## src/rtl/uart_pkg.sv

```systemverilog
// uart_pkg: shared encodings and helpers for the UART memory dump path.
// Optional trailer frame state is present only with UART_DUMP_CSUM_EN.
package uart_pkg;

  localparam int         UART_FRAME_BITS = 10;
  localparam logic       UART_IDLE       = 1'b1;
  localparam logic [7:0] CSUM_INIT       = 8'h00;

  typedef enum logic [2:0] {
    S_IDLE   = 3'd0,
    S_FETCH  = 3'd1,
    S_WAIT   = 3'd2,
    S_SEND   = 3'd3,
`ifdef UART_DUMP_CSUM_EN
    S_CSUM   = 3'd4,
`endif
    S_FINISH = 3'd5
  } dump_state_e;

  function automatic int calc_div(
    input int clk_hz,
    input int baud
  );
    return clk_hz / baud;
  endfunction

  function automatic logic [7:0] word_byte(
    input logic [31:0] w,
    input logic [1:0]  idx
  );
    return w[8*idx +: 8];
  endfunction

endpackage

```

## src/rtl/uart_tx_byte.sv

```systemverilog
// uart_tx_byte: 8N1 serialiser, one byte per valid/ready handshake.
// Ports: clk, rst (sync, active low), valid_i, data_i, ready_o, tx_o.
module uart_tx_byte
  import uart_pkg::*;
#(
  parameter int DIV = 10
) (
  input  logic       clk,
  input  logic       rst,
  input  logic       valid_i,
  input  logic [7:0] data_i,
  output logic       ready_o,
  output logic       tx_o
);

  localparam int CW = (DIV > 2) ? $clog2(DIV) : 1;
  localparam logic [CW-1:0] CNT_MAX = CW'(DIV - 1);
  localparam logic [3:0] BIT_MAX = 4'(UART_FRAME_BITS - 1);

  logic                       busy_q, busy_d;
  logic [UART_FRAME_BITS-1:0] shift_q, shift_d;
  logic [3:0]                 bit_q, bit_d;
  logic [CW-1:0]              cnt_q, cnt_d;
  logic                       tx_q, tx_d;
  logic                       bit_end;
  logic                       frame_end;

  assign bit_end   = (cnt_q == CNT_MAX);
  assign frame_end = busy_q && bit_end
                   && (bit_q == BIT_MAX);
  // ready in the last stop-bit cycle lets
  // the next frame follow with no gap
  assign ready_o = !busy_q || frame_end;
  assign tx_o    = tx_q;

  always_comb begin
    busy_d  = busy_q;
    shift_d = shift_q;
    bit_d   = bit_q;
    cnt_d   = cnt_q;
    if (valid_i && ready_o) begin
      busy_d  = 1'b1;
      shift_d = {UART_IDLE, data_i, ~UART_IDLE};
      bit_d   = '0;
      cnt_d   = '0;
    end else if (busy_q) begin
      if (bit_end) begin
        cnt_d = '0;
        if (bit_q == BIT_MAX) begin
          busy_d = 1'b0;
          bit_d  = '0;
        end else begin
          bit_d   = bit_q + 4'd1;
          shift_d = {UART_IDLE, shift_q[UART_FRAME_BITS-1:1]};
        end
      end else begin
        cnt_d = cnt_q + CW'(1);
      end
    end
    // line is retimed one cycle after the shifter
    tx_d = busy_q ? shift_q[0] : UART_IDLE;
  end

  always_ff @(posedge clk) begin
    if (!rst) begin
      busy_q  <= 1'b0;
      shift_q <= '1;
      bit_q   <= '0;
      cnt_q   <= '0;
      tx_q    <= UART_IDLE;
    end else begin
      busy_q  <= busy_d;
      shift_q <= shift_d;
      bit_q   <= bit_d;
      cnt_q   <= cnt_d;
      tx_q    <= tx_d;
    end
  end

endmodule

```

## src/rtl/uart_mem_dump.sv

```systemverilog
// uart_mem_dump: streams memory words out of the UART, little-endian.
// Ports: clk, rst (sync, active low), start_i, base_adr_i, word_cnt_i,
//   mem_rd_o, mem_adr_o, mem_dat_i, tx_o, busy_o, done_o.
// Define UART_DUMP_CSUM_EN to append an XOR checksum frame.
module uart_mem_dump
  import uart_pkg::*;
#(
  parameter int CLK_HZ = 100_000_000,
  parameter int BAUD   = 128000,
  parameter int ADDR_W = 14
) (
  input  logic              clk,
  input  logic              rst,
  input  logic              start_i,
  input  logic [ADDR_W-1:0] base_adr_i,
  input  logic [ADDR_W:0]   word_cnt_i,
  output logic              mem_rd_o,
  output logic [ADDR_W-1:0] mem_adr_o,
  input  logic [31:0]       mem_dat_i,
  output logic              tx_o,
  output logic              busy_o,
  output logic              done_o
);

  localparam int DIV = calc_div(CLK_HZ, BAUD);

  dump_state_e       state_q, state_d;
  logic [ADDR_W-1:0] adr_q, adr_d;
  logic [ADDR_W:0]   rem_q, rem_d;
  logic [31:0]       buf_q, buf_d;
  logic [2:0]        idx_q, idx_d;
  logic              busy_q, done_q;
`ifdef UART_DUMP_CSUM_EN
  logic [7:0]        csum_q, csum_d;
`endif

  logic       tx_valid;
  logic [7:0] tx_data;
  logic       tx_ready;

  uart_tx_byte #(
    .DIV(DIV)
  ) u_tx (
    .clk    (clk),
    .rst    (rst),
    .valid_i(tx_valid),
    .data_i (tx_data),
    .ready_o(tx_ready),
    .tx_o   (tx_o)
  );

  assign mem_rd_o  = (state_q == S_FETCH);
  assign mem_adr_o = adr_q;
  assign busy_o    = busy_q;
  assign done_o    = done_q;

  always_comb begin
    state_d  = state_q;
    adr_d    = adr_q;
    rem_d    = rem_q;
    buf_d    = buf_q;
    idx_d    = idx_q;
`ifdef UART_DUMP_CSUM_EN
    csum_d   = csum_q;
`endif
    tx_valid = 1'b0;
    tx_data  = 8'h00;
    unique case (state_q)
      S_IDLE: begin
        if (start_i && !busy_q) begin
          adr_d   = base_adr_i;
          rem_d   = word_cnt_i;
`ifdef UART_DUMP_CSUM_EN
          csum_d  = CSUM_INIT;
`endif
          state_d = (word_cnt_i == '0)
                  ? S_FINISH : S_FETCH;
        end
      end
      S_FETCH: state_d = S_WAIT;
      S_WAIT: begin
        // the serialiser is idle here, so byte 0
        // goes straight from the read data
        tx_valid = 1'b1;
        tx_data  = mem_dat_i[7:0];
        buf_d    = mem_dat_i;
        idx_d    = 3'd1;
        adr_d    = adr_q + ADDR_W'(1);
        rem_d    = rem_q - (ADDR_W+1)'(1);
`ifdef UART_DUMP_CSUM_EN
        csum_d   = csum_q ^ mem_dat_i[7:0];
`endif
        state_d  = S_SEND;
      end
      S_SEND: begin
        if (!idx_q[2]) begin
          tx_valid = 1'b1;
          tx_data  = word_byte(buf_q, idx_q[1:0]);
          if (tx_ready) begin
            idx_d  = idx_q + 3'd1;
`ifdef UART_DUMP_CSUM_EN
            csum_d = csum_q ^ tx_data;
`endif
          end
        end else if (rem_q != '0) begin
          if (tx_ready) state_d = S_FETCH;
        end else begin
`ifdef UART_DUMP_CSUM_EN
          tx_valid = 1'b1;
          tx_data  = csum_q;
          if (tx_ready) state_d = S_CSUM;
`else
          if (tx_ready) state_d = S_FINISH;
`endif
        end
      end
`ifdef UART_DUMP_CSUM_EN
      S_CSUM: begin
        if (tx_ready) state_d = S_FINISH;
      end
`endif
      S_FINISH: state_d = S_IDLE;
      default:  state_d = S_IDLE;
    endcase
  end

  always_ff @(posedge clk) begin
    if (!rst) begin
      state_q <= S_IDLE;
      adr_q   <= '0;
      rem_q   <= '0;
      buf_q   <= '0;
      idx_q   <= '0;
      busy_q  <= 1'b0;
      done_q  <= 1'b0;
`ifdef UART_DUMP_CSUM_EN
      csum_q  <= CSUM_INIT;
`endif
    end else begin
      state_q <= state_d;
      adr_q   <= adr_d;
      rem_q   <= rem_d;
      buf_q   <= buf_d;
      idx_q   <= idx_d;
      busy_q  <= (state_q != S_IDLE);
      done_q  <= (state_q == S_FINISH);
`ifdef UART_DUMP_CSUM_EN
      csum_q  <= csum_d;
`endif
    end
  end

endmodule
```

## config.mk

```make
export PLATFORM = sky130hd
export DESIGN_NAME = uart_mem_dump
export DESIGN_NICKNAME = d
export VERILOG_FILES = /design/src/rtl/uart_pkg.sv /design/src/rtl/uart_tx_byte.sv /design/src/rtl/uart_mem_dump.sv
export SDC_FILE = /design/constraint.sdc
export NUM_CORES = 1
export LEC_CHECK = 0
export BUFFER_PORTS_ARGS = -buffer_cell sky130_fd_sc_hd__buf_2
export CELL_PAD_IN_SITES_DETAIL_PLACEMENT = 1
export CELL_PAD_IN_SITES_GLOBAL_PLACEMENT = 2
export CORE_MARGIN = 2
export CORE_UTILIZATION = 35
export CTS_CLUSTER_SIZE = 30
export DETAILED_ROUTE_END_ITERATION = 10
export PLACE_DENSITY = 0.88
export SLEW_MARGIN = 10
export SYNTH_ARGS = -nofsm -noshare
export SYNTH_HDL_FRONTEND = slang
export SYNTH_SLANG_ARGS = --single-unit
```

## constraint.sdc

```tcl
create_clock -name clk -period 5 [get_ports clk]
set_input_delay 0.5 -clock clk [delete_from_list [all_inputs] [get_ports clk]]
set_output_delay 0.5 -clock clk [all_outputs]
set_load 0.005 [all_outputs]
```

==> reports/qor.yml, run 1 <==
timing:
  tns_ns: 0
  hold_violations: 0
  worst_pin_slew_ns: 0.983
  rsz0062_at_grt: "false"
  min_period_over_period_pct: 52.2
  slew_viol_final: 0
  setup_viol: 0
  clock.fmax_mhz: 383
  fin_crit_ns: 2.61
  relSlewSlack_pct: 34.5
  finClkSkew_ns: 0.0104
run:
  drv_cap: 0
floorplanning:
  initial_core_util_pct: 35.9
  die_w_um: 118
  die-area_sq_um: 13900
  io_pins: 82
  die_h_um: 118
  row_count: 41
  core_sq_um: 12700
worst_setup_path:
  startpoint_type: "register"
  path_max_fanout: 24
  critical_path_class: "reg -> reg"
  reg2reg_to: "rem_q[9]$_SDFFE_PN0P_"
  cp-end-kind: "register"
  timing.rr.start: "state_q[1]$_SDFFE_PN0P_"
  worstRegToRegCells: 5
  critPathRequiredTime_ns: 5.23
  ff2ff_setup_slack_ns: 2.39
  crit_arrival_ns: 2.84
pwr:
  combPwrFrac_pct: 16.3
  seqPwrFrac_pct: 47.3
  p_leak_nw: 1.97
  ir_drop_mv: 0.175
  clockPowerShare_pct: 36.4
  internal_power_mw: 1.29
  swShare_pct: 29.7
  power.switching_mw: 0.544
  pwr_density_cell_nw_per_um2: 343
layout:
  diodes: 0
  drive_above_1_share_pct: 18.5
  syn_to_final_growth_pct: 17.2
  nets: 676
  fin_cells: 784
  stdcell_area_sq_um: 5340
  fin_util_pct: 42.1
  fill_cells: 1571
yosys:
  syn_nets: 618
  ys_ff_latch: 94
  synth_compound_area_share_pct: 22.8
  synth_fa_ha_area_share_pct: 1.37
  synthMuxAreaShare_pct: 4.64
  syn_inst: 549
  ys_warn_count: 0
  ys.flop_type: "dfxtp_1"
  synth_edf_count: 0
  synth_cell_types: 55
  synthSimpleGateAreaFrac_pct: 24.0
  synth-xor-area-share_pct: 1.92
  avgSynthCellArea_sq_um: 8.30
  syn-cell-area_sq_um: 4550
  synth_top_family_by_area: "simple AND/OR/NAND/NOR gates"
  seq_area_frac_synth_pct: 41.3
  async_flop_share_pct: 0
detailed_routing:
  viasPerCell: 5.36
  drc: 0
  routedWlPerCell_um: 16.0
  ant_nets: 0
  drt_iter0_markers: 192
  first_pass_iters: 4
  drt-total-wl_um: 12500
  via_count: 4201
clock_tree:
  numCtsBuffers: 9
  clkLatencyLatePin_ns: 0.35
  cts_htree_levels: 3
  clockBufferDepth: 2
  cts.sinks: 94
  cts_setup_buffers: 0
  cts_tree: "built"
  cts.clk_slew.worst_paths_ns: 0.07
  cts-root-buf: "clkbuf_16"
  cts_resized: 0
  ctsHoldBuffers: 0
worst_hold_path:
  holdPathStages: 3
  min_to: "mem_adr_o[8]$_SDFFE_PN0P_"
  hp-start: "base_adr_i[8]"
  hold_class: "in -> reg"
grt:
  grt_pass1_wl_um: 20600
  grt_pass1_vias: 4198
  grt_max_degree: 83
  antenna_found_initial: 0
  grt_overflow: 0
  grtUsageTotal_pct: 18.0
placed_design:
  place_area_sq_um: 5050
  dp_cells: 768
  routabilityCongestion: 0.830
  hpwlAfterDp_um: 8770
  port-buffer-count: 81
outcome:
  status: "completed"
layout by cell type, fill, tap and decap left out, types with 3 or more instances in the layout:
cell,synthesis,final
a21oi_1,29,29
a221oi_1,11,11
o21ai_0,11,11
xor2_1,3,3
o21ai_1,3,3
inv_1,9,9
o211ai_1,13,13
nor2b_1,10,10
a21boi_1,6,6
o21a_1,3,3
and2_1,5,5
a21boi_0,45,45
ha_1,5,5
xnor2_1,7,7
and3_1,3,3
nand4_1,7,7
nor4_1,13,13
nand3_1,25,25
o311ai_0,4,4
nand2_1,106,106
dfxtp_1,94,94
nor3_1,11,11
a22oi_1,5,5
buf_2,7,81
clkbuf_16,0,9
nor2_1,39,39
or4_1,3,3
buf_4,0,3
mux4_2,8,8
registers in the layout, summed over array words and instances, names as in the netlist:
signal,cells
mem_adr_o,14
buf_q,32
u_tx.busy_q,1
u_tx.bit_q,4
u_tx.cnt_q,10
idx_q,3
state_q,3
busy_o,1
rem_q,15
u_tx.tx_o,1
u_tx.shift_q,9
done_o,1
cells by family (layout without fill, tap and decap cells):
kind of cell,after synthesis,after routing
muxes,11,11
buffers and inverters,46,109
adders and majority gates,5,5
xor gates and xnor gates,10,10
and+or+nand+nor,235,235
DFF,94,94
AOI/OAI and AO/OA,148,148
per-stage QoR:
| stage | hold slack [ns] | power, mW | worst slack [ns] |
|---|---|---|---|
| CTS | 0.390 | 1.85 | 2.41 |
| detailed placement | 0.439 | 1.18 | 2.38 |
| finish | 0.399 | 1.83 | 2.39 |
| global placement | 0.433 | 1.17 | 2.43 |
| global route | 0.395 | 1.93 | 2.16 |
| floorplan | 0.415 | 1.07 | 3.08 |
critical path, cell delays in order, from the launching register on:
cell and delay [ns]:
dfxtp_1 0.50, or3b_1 0.73, nor3_1 0.53, nand2_1 0.24, o311ai_0 0.37, a21boi_1 0.11
final cells by class:
cell class / instances / area, sq um / area share (%)
clock inverters: 5 / 41.3 / 0.773
inverters: 9 / 33.8 / 0.633
multi-input cells: 409 / 2500 / 46.8
well taps: 172 / 215 / 4.03
flip-flops and latches: 94 / 1880 / 35.2
clock buffers: 11 / 243 / 4.55
repair buffers: 84 / 428 / 8.01
cells in the mapped netlist (2+ instances only):
cell | count | share of area [%]
nor2_1 | 39 | 3.2
o311ai_0 | 4 | 0.77
o21bai_1 | 2 | 0.33
xor2_1 | 3 | 0.58
dfxtp_1 | 94 | 41
nand4_1 | 7 | 0.96
or4_1 | 3 | 0.49
a31oi_1 | 2 | 0.27
or2_1 | 2 | 0.27
nand3_1 | 25 | 2.7
xnor2_1 | 7 | 1.3
buf_1 | 3 | 0.25
nand2_1 | 106 | 8.7
ha_1 | 5 | 1.4
a21boi_0 | 45 | 7.4
o221ai_1 | 2 | 0.38
a22oi_1 | 5 | 0.82
buf_2 | 7 | 0.77
clkbuf_1 | 27 | 2.2
a21oi_1 | 29 | 3.2
mux2i_1 | 2 | 0.44
o21ai_0 | 11 | 1.2
mux4_2 | 8 | 4.0
o21ai_1 | 3 | 0.33
and2_1 | 5 | 0.69
nor3_1 | 11 | 1.2
a221oi_1 | 11 | 2.1
nor2b_1 | 10 | 1.4
inv_1 | 9 | 0.74
o211ai_1 | 13 | 2.1
a41oi_1 | 2 | 0.38
nor4_1 | 13 | 1.8
a21boi_1 | 6 | 0.99
o21a_1 | 3 | 0.49
nand3b_1 | 2 | 0.33
and3_1 | 3 | 0.41
a211oi_1 | 2 | 0.33
power by group through the flow:
stage,combinational [mW],clock (mW),sequential [mW]
floorplan,0.218,0,0.856
global placement,0.291,0,0.879
detailed placement,0.300,0,0.882
CTS,0.302,0.684,0.865
global route,0.336,0.716,0.875
finish,0.298,0.667,0.866
worst max-delay path by stage:
stage                                from                           end  slack, ns  cells after the start
2_1_floorplan  u_tx.cnt_q[4]$_SDFFE_PP0P_  u_tx.shift_q[8]$_SDFFE_PN1P_       3.08                      6
3_3_place_gp                      start_i    mem_adr_o[10]$_SDFFE_PN0P_       2.43                      6
3_5_place_dp                      start_i     mem_adr_o[0]$_SDFFE_PN0P_       2.38                      6
4_1_cts           state_q[1]$_SDFFE_PN0P_         rem_q[9]$_SDFFE_PN0P_       2.41                      5
5_1_grt           state_q[2]$_SDFFE_PN0P_     mem_adr_o[0]$_SDFFE_PN0P_       2.16                      5
6_report          state_q[1]$_SDFFE_PN0P_         rem_q[9]$_SDFFE_PN0P_       2.39                      5
layer usage:
layer	vias to the layer above	part of all wire, %	global-route usage, %
li1	2086	-	-
met1	2032	48	22.7
met2	78	48	30.7
met3	5	3.4	4.31
met4	0	0.86	4.29
met5	-	0	0
Power figures use the tool's default switching activity.
==> inputs of run 2 (changes only) <==
--- a/config.mk
+++ b/config.mk
@@ -9,10 +9,10 @@
 export CELL_PAD_IN_SITES_DETAIL_PLACEMENT = 1
 export CELL_PAD_IN_SITES_GLOBAL_PLACEMENT = 2
 export CORE_MARGIN = 2
-export CORE_UTILIZATION = 35
+export CORE_UTILIZATION = 30
 export CTS_CLUSTER_SIZE = 30
 export DETAILED_ROUTE_END_ITERATION = 10
-export PLACE_DENSITY = 0.88
+export PLACE_DENSITY = 0.81
 export SLEW_MARGIN = 10
 export SYNTH_ARGS = -nofsm -noshare
 export SYNTH_HDL_FRONTEND = slang
==> constraint.sdc (replaced) <==
create_clock -name clk -period 2.3 [get_ports clk]
set_input_delay 0.23 -clock clk [delete_from_list [all_inputs] [get_ports clk]]
set_output_delay 0.23 -clock clk [all_outputs]
set_load 0.005 [all_outputs]
==> run 2 against run 1 <==
  * Total power rose by 130%
  * First-iteration DRC count fell by 20%
  * Count of clock-buffer cells in the layout did not move
  * Register-to-register slack got worse by 2.2 ns
  * Wire length rose by 6.4%
  * Critical endpoint is now u_tx.shift_q[3]$_SDFFE_PN1P_
  * Largest power group unchanged
  * Highest routed layer unchanged
==> reports/qor.yml, run 2 (same netlist as run 1, synthesis figures left out) <==
outcome:
  status: "completed"  # unchanged
floorplanning:
  core_sq_um: 15000  # was 12700 sq um
  die_h_um: 127  # was 118 um
  row_count: 45  # was 41
  die_w_um: 127  # was 118 um
  initial_core_util_pct: 30.3  # was 35.9%
  io_pins: 82  # unchanged
  die-area_sq_um: 16200  # was 13900 sq um
timing:
  rsz0062_at_grt: "false"  # unchanged
  clock.fmax_mhz: 470  # was 383 MHz
  setup_viol: 0  # unchanged
  min_period_over_period_pct: 92.6  # was 52.2%
  finClkSkew_ns: 0.0111  # was 0.0104 ns
  tns_ns: 0  # unchanged
  slew_viol_final: 0  # unchanged
  worst_pin_slew_ns: 0.740  # was 0.983 ns
  fin_crit_ns: 2.13  # was 2.61 ns
  relSlewSlack_pct: 50.5  # was 34.5%
  hold_violations: 0  # unchanged
clock_tree:
  clockBufferDepth: 2  # unchanged
  cts_htree_levels: 3  # unchanged
  cts.sinks: 94  # unchanged
  cts_setup_buffers: 0  # unchanged
  numCtsBuffers: 9  # unchanged
  clkLatencyLatePin_ns: 0.35  # about the same
  cts_tree: "built"  # unchanged
  ctsHoldBuffers: 0  # unchanged
  cts-root-buf: "clkbuf_16"  # unchanged
  cts.clk_slew.worst_paths_ns: 0.07  # about the same
worst_hold_path:
  holdPathStages: 3  # unchanged
  hold_class: "in -> reg"  # unchanged
layout:
  multiInputGateArea_sq_um: 2500  # about the same
  drive_above_1_share_pct: 21.6  # was 18.5%
  layout_commonest_cell: "nand2_1"  # unchanged
  nets: 699  # was 676
  syn_to_final_growth_pct: 22.1  # was 17.2%
  largest_reg_flops: 32  # unchanged
  final_cell_mix: "106 x nand2_1, 94 x dfxtp_1, 81 x buf_2"  # unchanged
  fill_cells: 1819  # was 1571
  largest_register: "buf_q"  # unchanged
  diodes: 0  # unchanged
  ff_latch_area_sq_um: 1880  # unchanged
grt:
  grtUsageTotal_pct: 16.9  # was 18.0%
  antenna_found_initial: 0  # unchanged
  grt_overflow: 0  # unchanged
  grt_pass1_vias: 4497  # was 4198
  grt_pass1_wl_um: 22200  # was 20600 um
  grt_max_degree: 35  # was 83
worst_setup_path:
  critical_path_class: "reg -> reg"  # unchanged
  path_max_fanout: 13  # was 24
  cp-end-kind: "register"  # unchanged
  crit_arrival_ns: 2.34  # was 2.84 ns
  worstRegToRegCells: 5  # unchanged
  critPathRequiredTime_ns: 2.51  # was 5.23 ns
  startpoint_type: "register"  # unchanged
detailed_routing:
  ant_nets: 0  # unchanged
  drt-total-wl_um: 13300  # was 12500 um
  viasPerCell: 5.25  # was 5.36
  routedWlPerCell_um: 16.2  # was 16.0 um
  first_pass_iters: 4  # unchanged
  drc: 0  # unchanged
  via_count: 4315  # was 4201
  drt_iter0_markers: 153  # was 192
pwr:
  pwr_density_cell_nw_per_um2: 748  # was 343 nW/um^2
  p_leak_nw: 2.10  # was 1.97 nW
  power.total_mw: 4.16  # was 1.83 mW
  ir_drop_mv: 0.380  # was 0.175 mV
placed_design:
  routabilityCongestion: 0.808  # was 0.830
  hpwlAfterDp_um: 9840  # was 8770 um
  port-buffer-count: 81  # unchanged
run:
  drv_cap: 0  # unchanged
==> run 2: worst paths after layout <==
path / from / end / slack [ns]
max: u_tx.cnt_q[4]$_SDFFE_PP0P_ / u_tx.shift_q[3]$_SDFFE_PN1P_ / 0.17
min: mem_dat_i[27] / buf_q[27]$_SDFFE_PN0N_ / 0.12
max reg2reg: u_tx.cnt_q[4]$_SDFFE_PP0P_ / u_tx.shift_q[3]$_SDFFE_PN1P_ / 0.17
min reg2reg: u_tx.shift_q[0]$_SDFFE_PN1P_ / u_tx.tx_o$_SDFF_PN1_ / 0.44
==> run 2: final cells by class <==
cell class / count / share of cell area (%)
clock buffer: 11 / 4.55
clock inverter: 4 / 0.990
inverter: 9 / 0.608
multi-input combinational: 409 / 45.0
sequential: 94 / 33.9
tap: 188 / 4.23
timing repair buffer: 107 / 10.8
==> run 2: critical path, cell delays in order (launching register included) <==
cell and delay [ns]:
dfxtp_1 0.34, or4_4 0.56, or3_4 0.47, a22o_1 0.39, nand2_1 0.13, o211ai_1 0.10
==> run 2: routing by layer <==
metal / track usage, % / vias to the layer above / routed length [um]
met3: 3.18 / 17 / 275
met1: 21.7 / 2120 / 6240
met4: 5.75 / 0 / 235
met5: 0 / - / 0
met2: 28.7 / 51 / 6550
li1: - / 2127 / -
==> run 2: timing repair <==
action | CTS | global route
resized for setup | 0 | 1
endpoints found under the hold margin | 0 | 0
endpoints found under the setup margin | 0 | 11
==> run 2: metrics by stage <==
| step | instances | setup WS [ns] | cell area (sq um) | hold WS [ns] | utilization (%) |
|---|---|---|---|---|---|
| global placement | 807 | 0.206 | 5250 | 0.436 | 34.9 |
| CTS | 822 | 0.111 | 5560 | 0.111 | 37.0 |
| detailed placement | 807 | 0.0853 | 5250 | 0.433 | 34.9 |
| floorplan | 549 | 0.379 | 4550 | 0.375 | - |
| global route | 822 | 0.0149 | 5560 | 0.107 | 37.0 |
| finish | 822 | 0.171 | 5560 | 0.119 | 37.0 |
==> run 2: power breakdown <==
part           internal [mW]  leakage [nW]  switching (mW)  total (mW)
Clock                  0.902         0.148           0.651        1.55
Combinational          0.324          1.18           0.430       0.754
Sequential              1.75         0.768          0.0979        1.85
